$ cat src/rtl/aes_job_sched_pkg.sv
// Shared types and constants for the AES job scheduler: FSM states, status codes,
// request modes and engine control-word bit positions.
package aes_sched_pkg;

    typedef enum logic [2:0] {
        IDLE,
        ISSUE,
        RUN,
        DRAIN,
        RESP
    } state_e;

    typedef logic [1:0] status_t;

    localparam status_t ST_OK       = 2'b00;
    localparam status_t ST_TIMEOUT  = 2'b01;
    localparam status_t ST_BAD_MODE = 2'b10;

    localparam logic [1:0] MODE_ENC = 2'b01;
    localparam logic [1:0] MODE_DEC = 2'b10;

    localparam int CTRL_W       = 3;
    localparam int CTRL_ENC_BIT = 0;
    localparam int CTRL_DEC_BIT = 1;

    function automatic logic mode_is_legal(input logic [1:0] mode);
        return (mode == MODE_ENC) || (mode == MODE_DEC);
    endfunction

endpackage

$ cat src/rtl/aes_job_sched_if.sv
// Requester-side job handshake: per-requester valid/mode/ready plus done pulse and status.
interface aes_job_sched_if #(
    parameter int NUM_REQ = 2
);
    logic [NUM_REQ-1:0]   req_valid_in;
    logic [2*NUM_REQ-1:0] req_mode_in;
    logic [NUM_REQ-1:0]   req_ready_out;
    logic [NUM_REQ-1:0]   done_valid_out;
    logic [1:0]           done_status_out;

    modport master (
        output req_valid_in,
        output req_mode_in,
        input  req_ready_out,
        input  done_valid_out,
        input  done_status_out
    );

    modport slave (
        input  req_valid_in,
        input  req_mode_in,
        output req_ready_out,
        output done_valid_out,
        output done_status_out
    );
endinterface

$ cat src/rtl/aes_job_sched_rr_arbiter.sv
// Combinational round-robin arbiter: first requester at or above ptr wins, else the
// lowest requester below ptr (wrap-around). The pointer itself is kept by the caller.
module rr_arbiter #(
    parameter int N     = 2,
    parameter int IDX_W = (N > 1) ? $clog2(N) : 1
) (
    input  logic [N-1:0]     req,
    input  logic [IDX_W-1:0] ptr,
    input  logic             en,
    output logic [N-1:0]     gnt,
    output logic [IDX_W-1:0] idx
);
    logic found;

    // NOTE: every output of a combinational block gets a default first so no path
    // leaves it unassigned and a latch cannot be inferred.
    always_comb begin
        gnt   = '0;
        idx   = '0;
        found = 1'b0;
        for (int i = 0; i < N; i++) begin
            if (en && !found && req[i] && (i >= int'(ptr))) begin
                found  = 1'b1;
                gnt[i] = 1'b1;
                idx    = IDX_W'(i);
            end
        end
        for (int i = 0; i < N; i++) begin
            if (en && !found && req[i] && (i < int'(ptr))) begin
                found  = 1'b1;
                gnt[i] = 1'b1;
                idx    = IDX_W'(i);
            end
        end
    end
endmodule

$ cat src/rtl/aes_job_sched.sv
// Schedules encrypt/decrypt jobs from NUM_REQ requesters onto one shared AES engine,
// with round-robin arbitration, a per-job timeout and a forced control-word clear gap.
module aes_job_sched
    import aes_sched_pkg::*;
#(
    parameter int NUM_REQ        = 2,
    parameter int TIMEOUT_CYCLES = 4096,
    parameter int CLR_CYCLES     = 2
) (
    input  logic              clk_in,
    input  logic              rst_n_in,
    aes_job_sched_if.slave    req_if,
    output logic [CTRL_W-1:0] aes_ctrl_out,
    input  logic              aes_complete_in,
    input  logic              aes_ctrl_init_in,
    output logic              busy_out,
    output logic [2:0]        grant_id_out
);
    localparam int IDX_W = (NUM_REQ > 1) ? $clog2(NUM_REQ) : 1;
    localparam int TMO_W = $clog2(TIMEOUT_CYCLES + 1);
    localparam int CLR_W = $clog2(CLR_CYCLES + 1);

    localparam logic [TMO_W-1:0] TMO_LAST = TMO_W'(TIMEOUT_CYCLES - 1);
    localparam logic [TMO_W-1:0] TMO_SAT  = TMO_W'(TIMEOUT_CYCLES);
    localparam logic [CLR_W-1:0] CLR_LOAD = CLR_W'(CLR_CYCLES - 1);

    state_e              state_q, state_d;
    logic [IDX_W-1:0]    rr_ptr_q, rr_ptr_d;
    logic [2:0]          grant_q, grant_d;
    logic [CTRL_W-1:0]   ctrl_q, ctrl_d;
    status_t             status_q, status_d;
    logic [NUM_REQ-1:0]  done_valid_q, done_valid_d;
    status_t             done_status_q, done_status_d;
    logic                busy_q, busy_d;
    logic [TMO_W-1:0]    tmo_cnt_q, tmo_cnt_d;
    logic [CLR_W-1:0]    clr_cnt_q, clr_cnt_d;

    logic [NUM_REQ-1:0]  arb_gnt;
    logic [IDX_W-1:0]    arb_idx;
    logic [1:0]          acc_mode;
    logic                accept;
    logic                run_done;

    rr_arbiter #(
        .N     (NUM_REQ),
        .IDX_W (IDX_W)
    ) u_arb (
        .req (req_if.req_valid_in),
        .ptr (rr_ptr_q),
        .en  (state_q == IDLE),
        .gnt (arb_gnt),
        .idx (arb_idx)
    );

    always_comb begin
        acc_mode = '0;
        for (int i = 0; i < NUM_REQ; i++) begin
            if (arb_gnt[i]) acc_mode = req_if.req_mode_in[2*i +: 2];
        end
    end

    assign accept   = |arb_gnt;
    // Completion takes priority: a timeout only counts when complete is absent.
    assign run_done = aes_complete_in || (tmo_cnt_q == TMO_LAST);

    // NOTE: state flops use non-blocking assignments so every register samples
    // pre-edge values; async reset clears the control word mid-job without a clock.
    always_ff @(posedge clk_in or negedge rst_n_in) begin
        if (!rst_n_in) begin
            state_q       <= IDLE;
            rr_ptr_q      <= '0;
            grant_q       <= '0;
            ctrl_q        <= '0;
            status_q      <= ST_OK;
            done_valid_q  <= '0;
            done_status_q <= ST_OK;
            busy_q        <= 1'b0;
            tmo_cnt_q     <= '0;
            clr_cnt_q     <= '0;
        end else begin
            state_q       <= state_d;
            rr_ptr_q      <= rr_ptr_d;
            grant_q       <= grant_d;
            ctrl_q        <= ctrl_d;
            status_q      <= status_d;
            done_valid_q  <= done_valid_d;
            done_status_q <= done_status_d;
            busy_q        <= busy_d;
            tmo_cnt_q     <= tmo_cnt_d;
            clr_cnt_q     <= clr_cnt_d;
        end
    end

    always_comb begin
        state_d = state_q;
        case (state_q)
            IDLE:    if (accept) state_d = mode_is_legal(acc_mode) ? ISSUE : RESP;
            ISSUE:   state_d = aes_ctrl_init_in ? RUN : DRAIN;
            RUN:     if (run_done) state_d = DRAIN;
            DRAIN:   if (clr_cnt_q == '0) state_d = RESP;
            RESP:    state_d = IDLE;
            default: state_d = IDLE;
        endcase
    end

    always_comb begin
        rr_ptr_d      = rr_ptr_q;
        grant_d       = grant_q;
        ctrl_d        = ctrl_q;
        status_d      = status_q;
        tmo_cnt_d     = tmo_cnt_q;
        clr_cnt_d     = clr_cnt_q;
        done_valid_d  = '0;
        done_status_d = done_status_q;

        case (state_q)
            IDLE: begin
                if (accept) begin
                    grant_d = 3'(arb_idx);
                    if (mode_is_legal(acc_mode)) begin
                        ctrl_d               = '0;
                        ctrl_d[CTRL_ENC_BIT] = (acc_mode == MODE_ENC);
                        ctrl_d[CTRL_DEC_BIT] = (acc_mode == MODE_DEC);
                    end else begin
                        status_d = ST_BAD_MODE;
                    end
                end
            end
            ISSUE: begin
                tmo_cnt_d = '0;
                if (!aes_ctrl_init_in) begin
                    // Engine never decoded the control word: treat as a fault.
                    status_d  = ST_TIMEOUT;
                    ctrl_d    = '0;
                    clr_cnt_d = CLR_LOAD;
                end
            end
            RUN: begin
                if (tmo_cnt_q != TMO_SAT) tmo_cnt_d = tmo_cnt_q + TMO_W'(1);
                if (run_done) begin
                    status_d  = aes_complete_in ? ST_OK : ST_TIMEOUT;
                    ctrl_d    = '0;
                    clr_cnt_d = CLR_LOAD;
                end
            end
            DRAIN: begin
                if (clr_cnt_q != '0) clr_cnt_d = clr_cnt_q - CLR_W'(1);
            end
            RESP: begin
                rr_ptr_d = IDX_W'((int'(grant_q) + 1) % NUM_REQ);
            end
            default: ;
        endcase

        if (state_d == RESP) begin
            done_valid_d  = NUM_REQ'(1) << grant_d;
            done_status_d = status_d;
        end
        busy_d = (state_d != IDLE);
    end

    assign req_if.req_ready_out   = arb_gnt;
    assign req_if.done_valid_out  = done_valid_q;
    assign req_if.done_status_out = done_status_q;
    assign aes_ctrl_out           = ctrl_q;
    assign busy_out               = busy_q;
    assign grant_id_out           = grant_q;

endmodule

$ cat src/flat_wrapper.sv
// flat-port wrapper written by rule: the top's interface ports become plain ports
module aes_job_sched_flat import aes_sched_pkg::*;
#(
    parameter int NUM_REQ        = 2,
    parameter int TIMEOUT_CYCLES = 4096,
    parameter int CLR_CYCLES     = 2
)
  (clk_in, rst_n_in, aes_ctrl_out, aes_complete_in, aes_ctrl_init_in, busy_out, grant_id_out, req_if_req_valid_in, req_if_req_mode_in, req_if_req_ready_out, req_if_done_valid_out, req_if_done_status_out);
  aes_job_sched_if #(.NUM_REQ(NUM_REQ)) req_if_i ();
  input  logic clk_in;
  input  logic rst_n_in;
  output logic [CTRL_W-1:0] aes_ctrl_out;
  input  logic aes_complete_in;
  input  logic aes_ctrl_init_in;
  output logic busy_out;
  output logic [2:0] grant_id_out;
  input wire logic [$bits(req_if_i.req_valid_in)-1:0] req_if_req_valid_in;
  input wire logic [$bits(req_if_i.req_mode_in)-1:0] req_if_req_mode_in;
  output wire logic [$bits(req_if_i.req_ready_out)-1:0] req_if_req_ready_out;
  output wire logic [$bits(req_if_i.done_valid_out)-1:0] req_if_done_valid_out;
  output wire logic [$bits(req_if_i.done_status_out)-1:0] req_if_done_status_out;
  assign req_if_i.req_valid_in = req_if_req_valid_in;
  assign req_if_i.req_mode_in = req_if_req_mode_in;
  assign req_if_req_ready_out = req_if_i.req_ready_out;
  assign req_if_done_valid_out = req_if_i.done_valid_out;
  assign req_if_done_status_out = req_if_i.done_status_out;
  aes_job_sched #(.NUM_REQ(NUM_REQ), .TIMEOUT_CYCLES(TIMEOUT_CYCLES), .CLR_CYCLES(CLR_CYCLES)) u_core (.clk_in(clk_in), .rst_n_in(rst_n_in), .req_if(req_if_i), .aes_ctrl_out(aes_ctrl_out), .aes_complete_in(aes_complete_in), .aes_ctrl_init_in(aes_ctrl_init_in), .busy_out(busy_out), .grant_id_out(grant_id_out));
endmodule
$ cat config.mk
export PLATFORM = sky130hd
export DESIGN_NAME = aes_job_sched_flat
export DESIGN_NICKNAME = d
export VERILOG_FILES = /design/src/rtl/aes_job_sched_pkg.sv /design/src/rtl/aes_job_sched_if.sv /design/src/rtl/aes_job_sched_rr_arbiter.sv /design/src/rtl/aes_job_sched.sv /design/src/flat_wrapper.sv
export SDC_FILE = /design/constraint.sdc
export NUM_CORES = 1
export LEC_CHECK = 0
export BUFFER_PORTS_ARGS = -buffer_cell sky130_fd_sc_hd__buf_2
export CORE_ASPECT_RATIO = 1.75
export CORE_MARGIN = 2
export CORE_UTILIZATION = 55
export DETAILED_ROUTE_END_ITERATION = 16
export GPL_TIMING_DRIVEN = 0
export PLACE_DENSITY = 0.8
export SYNTH_ARGS = -nofsm -noshare
export SYNTH_HDL_FRONTEND = slang
export SYNTH_SLANG_ARGS = --single-unit
$ cat constraint.sdc
create_clock -name clk_in -period 4.3 [get_ports clk_in]
set_clock_uncertainty 0.2 [all_clocks]
set_input_delay 0.43 -clock clk_in [delete_from_list [all_inputs] [get_ports clk_in]]
set_output_delay 0.43 -clock clk_in [all_outputs]
set_load 0.02 [all_outputs]
==> summary.md, run 1 <==
| Metric | Value |
|---|---|
| Number of synthesized register bits | 31 |
| First-pass GRT wire length | 6010 um |
| Finished Layout Cells | 227 |
| Cell area after placement | 0.00182 mm^2 |
| Min-delay worst type | primary input to asynchronous set/reset pin |
| Mux share of post-synthesis cell area | 5.59% |
| Vias in the first global route | 1397 |
| Antenna viol nets, final | 0 |
| Largest family of logic cells by synthesized area | simple AND/OR/NAND/NOR gates |
| Synth Cell Area | 0.00168 mm^2 |
| Io pins | 23 |
| Slew @ Worst Pin | 0.689 ns |
| Critical path arrival | 3.22 ns |
| Int Pwr | 0.789 mW |
| Tcrit/Tclk final | 74.9% |
| Initial Util | 57.3% |
| Cts hold-fix bufs | 0 |
| CP Class | register to register |
| R2R cell count | 10 |
| Full die area | 0.00353 mm^2 |
| Synth warnings | 0 |
| Overall power | 1.30 mW |
| Synth Area in Compound Gates | 12.9% |
| Sequential Power Share | 33.0% |
| Slew Viols, Final | 0 |
| Peak supply drop | 526 uV |
| Final Instance Area | 0.00194 mm^2 |
| Outcome | complete, but fails checks |
| Largest net degree at the start of global routing | 32 |
| Pre-CTS setup slack | 1.07 ns |
| Final setup vio count | 0 |
| Sequential share of the synthesized area | 46.2% |
| Post-synth cell types | 44 |
| Via count | 1360 |
| Clock power frac | 22.6% |
| Worst skew pair latency | 0.28 ns |
| Core Rows | 26 |
| CP Capture Type | register |
| Final setup TNS | 0 ns |
| First-pass iteration count of the detailed router | 4 |
| Root Buffer Master | clkbuf_8 |
| Worst rel slew slack | 54.1% |
| Cell Pwr Density | 671 mW/mm^2 |
| Number of H-tree levels | 2 |
| Post-cts resize count | 0 |
| CTS buffer count | 5 |
| Async S/R FF share, synth | 100% |
| Layout cell share with drive strength beyond 1 | 18.6% |
| Mean Syn Cell Area | 9.87 um^2 |
| Total wire length | 3490 um |
| Worst hold slack | -0.00606 ns |
| Number of instances in the placed design | 219 |
| Lkg Pwr | 0.915 nW |
| RSZ-0062 raised after global routing | false |
| Hold Vio Cnt, Final | 26 |
| Clk slew on worst S/H paths | 0.07 ns |
| Worst setup SP type | register |
| Residual DRC | 0 |
| Violated checks | hold timing |
| Critical path's most frequent cell | clkbuf_1 |
| Synth Net Count | 185 |
| CP cell instances | clkbuf_1 > nor3_1 > and3_1 > clkbuf_1 > a22o_1 > inv_1 > ha_1 > o21a_1 > a2111oi_2 > mux2i_1 |
| Overflow after GRT | 0 |
| Buffer count from post-CTS setup fixing | 0 |
| Gate power share | 44.3% |
| Crit-path max FO | 10 |
| Max_cap viols | 0 |
| Die H | 77.1 um |
| GRT Util Overall | 23.0% |
| # port buffers | 21 |
| Simple-gate area share of the yosys netlist | 21.7% |
| DPL Wire Length | 2620 um |
| Core area | 0.00293 mm^2 |
| Gpl congestion | 0.854 |
| Sw Share | 39.2% |
| Synth-to-Final Area Change | 15.4% |
| Xor/xnor share of the synthesized area | 4.70% |
| Die Wd | 45.8 um |
| Post-Synth Adder-Cell Area | 3.73% |
| Setup WS post-layout | 1.08 ns |
| CP max stage delay | 0.47 ns |
| Post-synth EDFFs | 0 |
| # fillers | 228 |
| Clock sinks | 31 |
| Synth Flop Type | dfrtp_1 |
| DRC violation total after the first TritonRoute iteration | 29 |
| Post-Syn Instances | 170 |
| Initial antenna violation count | 0 |
| CP required | 4.30 ns |
| NumNets Final | 213 |
| Worst path slowest cell | a2111oi_2 |
| Flop-to-flop setup slack | 1.08 ns |
| Max frequency | 310 MHz |
| Drt wl/cell | 15.4 um |
| NetSw | 0.509 mW |
| Antenna Cells | 0 |
| Post-route minimum period | 3.22 ns |
| Via/cell ratio | 5.99 |
| Max clock buf depth | 2 |
| CTS tree | built |
-- stage by stage --
| step | hold slack, ns | util [%] |
|---|---|---|
| 2_1_floorplan | -0.0656 | - |
| 3_3_place_gp | 0.292 | 62.1 |
| 3_5_place_dp | 0.292 | 62.1 |
| 4_1_cts | 0.0138 | 66.1 |
| 5_1_grt | 0.0513 | 66.1 |
| 6_report | -0.00606 | 66.1 |
-- cell families (layout without fill, tap and decap cells) --
kind of cell	Yosys count	after routing
adder cells (fa/ha/maj)	5	5
AND/OR/NAND/NOR	65	65
XOR/XNOR	9	9
buffers and inverters	21	50
AO/OA/AOI/OAI	29	29
other	1	1
multiplexers	9	9
flip-flops	31	31
-- state kept, by name, indices dropped and copies added (netlist names) --
signal	flops
u_core.state_q	3
u_core.aes_ctrl_out	2
u_core.grant_id_out	3
u_core.req_if.done_valid_out	2
u_core.status_q	2
u_core.rr_ptr_q	1
u_core.req_if.done_status_out	2
u_core.busy_out	1
u_core.clr_cnt_q	2
u_core.tmo_cnt_q	13
-- worst max-delay path, delay by kind of cell (launching register included) --
kind	cells	cell delay [ns]
adder cells (fa/ha/maj)	1	0.35
AO/OA/AOI/OAI	3	0.90
buffers and inverters	3	0.45
AND/OR/NAND/NOR	2	0.62
multiplexers	1	0.25
flip-flops	1	0.37
-- cells in the final DEF (no fill, tap or decap), types with 2 or more instances in the layout --
cell and count:
a22o_1 2, mux2i_1 6, mux2_2 2, a21o_1 2, nand3_1 4, nor3_1 7
inv_1 12, nor4b_1 3, nand2b_1 4, a31oi_1 2, nor2_1 13, clkbuf_8 6
o31ai_1 2, o21ai_0 5, a21oi_1 9, buf_2 21, xnor2_1 8, dfrtp_1 31
nand2_1 9, and2_1 2, ha_1 5, nor4_1 4, or3_1 4, nor2b_1 3
and3_1 5, clkbuf_1 6
-- path summary, 6_finish.rpt --
kind / startpoint / to
hold reg to reg: u_core.req_if.done_status_out[0] / u_core.req_if.done_status_out[0]
hold / removal: rst_n_in / u_core.state_q[2]
setup / recovery: u_core.state_q[0] / u_core.aes_ctrl_out[0]
max in group asynchronous: rst_n_in / u_core.tmo_cnt_q[0]
setup reg to reg: u_core.state_q[0] / u_core.aes_ctrl_out[0]
min in group clk_in: aes_complete_in / u_core.status_q[0]
-- cells in the mapped netlist, drive strengths merged (4+ instances only) --
library cell	n	area share, %
mux2i	6	3.6
and3	5	1.9
clkbuf	6	1.3
nand3	4	1.2
dfrtp	31	46
o21ai	5	1.5
nand2b	4	1.5
nor3	7	2.1
nor2	13	2.9
nor4	4	1.5
ha	5	3.7
or3	4	1.5
inv	13	2.9
xnor2	8	4.2
nand2	9	2.0
a21oi	9	2.7
-- metal layers --
layer	routed length [um]	track usage (%)	vias to the layer above	part of all wire, %
li1	-	-	650	-
met1	1300	24.9	650	37
met2	1970	39.9	50	56
met3	131	4.24	10	3.8
met4	88	11.4	0	2.5
met5	0	0	-	0
-- area by class of cell --
type                       count  area, um^2  share of cell area, %
tap                           28        35.0                   1.81
multi-input combinational    118         820                   42.3
timing repair buffer          21         105                   5.43
clock inverter                 2        35.0                   1.81
sequential                    31         776                   40.1
clock buffer                   6        82.6                   4.27
buffer                         8        33.8                   1.75
inverter                      13        48.8                   2.52
-- power by group through the flow --
| stage | sequential, mW | combinational, mW | clock (mW) |
|---|---|---|---|
| final | 0.429 | 0.576 | 0.294 |
| after CTS | 0.428 | 0.577 | 0.298 |
| after floorplan | 0.457 | 0.396 | 0 |
| after global routing | 0.438 | 0.633 | 0.313 |
| after detailed placement | 0.433 | 0.573 | 0 |
| after global placement | 0.427 | 0.547 | 0 |
(Power assumes the default switching activity.)
==> inputs of run 2 (changes only) <==
--- a/config.mk
+++ b/config.mk
@@ -8,10 +8,10 @@
 export BUFFER_PORTS_ARGS = -buffer_cell sky130_fd_sc_hd__buf_2
 export CORE_ASPECT_RATIO = 1.75
 export CORE_MARGIN = 2
-export CORE_UTILIZATION = 55
+export CORE_UTILIZATION = 51
 export DETAILED_ROUTE_END_ITERATION = 16
 export GPL_TIMING_DRIVEN = 0
-export PLACE_DENSITY = 0.8
+export PLACE_DENSITY = 0.78
 export SYNTH_ARGS = -nofsm -noshare
 export SYNTH_HDL_FRONTEND = slang
 export SYNTH_SLANG_ARGS = --single-unit
==> constraint.sdc (replaced) <==
create_clock -name clk_in -period 2.85 [get_ports clk_in]
set_clock_uncertainty 0.2 [all_clocks]
set_input_delay 0.285 -clock clk_in [delete_from_list [all_inputs] [get_ports clk_in]]
set_output_delay 0.285 -clock clk_in [all_outputs]
set_load 0.02 [all_outputs]
==> summary.md, run 2 (synthesized netlist as in run 1, its figures left out) <==
| Metric | Value |
|---|---|
| Outcome | completed |
| First-pass GRT wire length | 6440 um (+7.1%) |
| Largest net degree at the start of global routing | 32 (unchanged) |
| Cell area after placement | 0.00184 mm^2 (+1.1%) |
| NetSw | 0.810 mW (+59%) |
| Lkg Pwr | 0.920 nW (+0.56%) |
| Io pins | 23 (unchanged) |
| Via count | 1393 (+2.4%) |
| CTS tree | built |
| DPL Wire Length | 2870 um (+9.6%) |
| Synth-to-Final Area Change | 18.3% |
| Max clock buf depth | 2 (unchanged) |
| Drt wl/cell | 15.9 um (+3.5%) |
| NumNets Final | 215 (+0.94%) |
| CP Class | register to register |
| Min-delay worst type | primary input to register |
| Largest reg by FF count | u_core.tmo_cnt_q |
| Root Buffer Master | clkbuf_8 |
| Worst hold slack | 0.0830 ns (+0.0891 ns) |
| Utilization after layout | 63.2% (-2.9 points) |
| Number of H-tree levels | 2 (unchanged) |
| Die Wd | 47.4 um (+3.5%) |
| Final setup vio count | 0 (unchanged) |
| RSZ-0062 raised after global routing | false |
| Hold Vio Cnt, Final | 0 (-100%) |
| Max reg flops | 13 (unchanged) |
| Crit-path max FO | 6 (-4) |
| Core Rows | 27 (+3.8%) |
| Gpl congestion | 0.902 (+5.6%) |
| Overflow after GRT | 0 (unchanged) |
| Max frequency | 375 MHz (+21%) |
| Final Instance Area | 0.00199 mm^2 (+2.6%) |
| Total wire length | 3860 um (+11%) |
| Core area | 0.00314 mm^2 (+7.3%) |
| Clock power frac | 17.8% (-4.8 points) |
| Die H | 79.9 um (+3.6%) |
| Clk slew on worst S/H paths | 0.06 ns (about the same) |
| Worst skew pair latency | 0.29 ns (about the same) |
| Sequential Power Share | 34.3% (+1.3 points) |
| Via/cell ratio | 5.73 (-4.3%) |
| CP required | 2.82 ns (-1.48 ns) |
| Post-route minimum period | 2.66 ns (-0.559 ns) |
| Worst rel slew slack | 39.6% (-14 points) |
| Residual DRC | 0 (unchanged) |
| Commonest non-fill, non-tap cell in the layout | dfrtp_1 |
| Layout cell share with drive strength beyond 1 | 21.5% (+2.9 points) |
| Peak supply drop | 655 uV (+25%) |
| Slew @ Worst Pin | 0.904 ns (+0.215 ns) |
| Gate power share | 47.9% (+3.6 points) |
| Tcrit/Tclk final | 93.5% (+19 points) |
| Slew Viols, Final | 0 (unchanged) |
| Initial antenna violation count | 0 (unchanged) |
| Worst setup SP type | register |
| Critical path arrival | 2.63 ns (-0.59 ns) |
| # fillers | 268 (+18%) |
| Sw Share | 41.5% (+2.3 points) |
| Clock sinks | 31 (unchanged) |
| CP Capture Type | register |
| Int Pwr | 1.14 mW (+44%) |
| Cell Pwr Density | 982 mW/mm^2 (+46%) |
| DRC violation total after the first TritonRoute iteration | 60 (+110%) |
| Most frequent cells in the layout | dfrtp_1, buf_2, nor2_1 |
| Full die area | 0.00378 mm^2 (+7.3%) |
| Initial Util | 53.4% (-3.9 points) |
| Max_cap viols | 0 (unchanged) |
| Antenna viol nets, final | 0 (unchanged) |
| First-pass iteration count of the detailed router | 4 (unchanged) |
| Vias in the first global route | 1497 (+7.2%) |
| # port buffers | 21 (unchanged) |
| CTS buffer count | 5 (unchanged) |
| Antenna Cells | 0 (unchanged) |
| GRT Util Overall | 24.2% (+1.2 points) |
==> run 2: cell count changes in the layout (fill, tap and decap cells not counted), sizes merged <==
cell         change
buf              +2
bufinv           -1
clkbuf           -1
dlygate4sd3      +1
==> run 2: power groups by stage <==
stage	Combinational, mW	Sequential, mW	Clock [mW]
after floorplan	0.598	0.690	0
after global routing	1.02	0.681	0.367
after global placement	0.833	0.645	0
final	0.935	0.669	0.346
after CTS	0.877	0.668	0.352
after detailed placement	0.872	0.656	0
==> run 2: final timing paths <==
kind | startpoint | end | slack, ns | cells after the start
setup / recovery | u_core.state_q[1] | u_core.req_if.done_status_out[0] | 0.19 | 10
hold / removal | aes_complete_in | u_core.status_q[0] | 0.08 | 2
setup reg to reg | u_core.state_q[1] | u_core.req_if.done_status_out[0] | 0.19 | 10
hold reg to reg | u_core.aes_ctrl_out[0] | u_core.aes_ctrl_out[0] | 0.32 | 2
max in group asynchronous | rst_n_in | u_core.state_q[1] | 1.60 | 2
min in group asynchronous | rst_n_in | u_core.aes_ctrl_out[1] | 0.37 | 2
==> run 2: layout make-up <==
cell class | count | area, um^2 | share of cell area [%]
Clock inverter | 1 | 5.00 | 0.252
Tap cell | 43 | 53.8 | 2.71
Inverter | 13 | 48.8 | 2.46
Clock buffer | 6 | 82.6 | 4.16
Sequential cell | 31 | 778 | 39.2
Multi-Input combinational cell | 118 | 856 | 43.1
Timing Repair Buffer | 24 | 130 | 6.55
Buffer | 7 | 31.3 | 1.58
==> run 2: layer usage <==
metal  up-vias  wire length, um  track usage [%]
met1       687             1340             23.1
li1        652                -                -
met5         -                0                0
met3        16              149             5.43
met4         0              179             16.4
met2        38             2190             41.9
==> run 2: repair_timing <==
action                     CTS  global route
setup buffers                0             2
setup endpoints to repair    3             3
hold buffers                 1             0
gates resized for setup      2             4
pin swaps                    1             1
hold endpoints to repair    31             0
==> run 2: per-stage QoR <==
| step | instances | setup WS [ns] | total power [mW] | setup TNS (ns) |
|---|---|---|---|---|
| 4_1_cts | 241 | 0.0565 | 1.90 | 0 |
| 5_1_grt | 243 | 0.0505 | 2.07 | 0 |
| 6_report | 243 | 0.186 | 1.95 | 0 |
| 3_5_place_dp | 234 | -0.303 | 1.53 | -0.780 |
| 2_1_floorplan | 170 | 0.0492 | 1.29 | 0 |
| 3_3_place_gp | 234 | -0.207 | 1.48 | -0.470 |
==> run 2: worst max-delay path, stage by stage (launching register included) <==
cell and delay, ns:
dfrtp_2 0.46, nor3_4 0.26, and3_1 0.19, clkbuf_2 0.14, a22o_1 0.17, inv_1 0.07, ha_4 0.29, o21ai_0 0.12
o221ai_1 0.19, o311ai_1 0.15, mux2_2 0.29
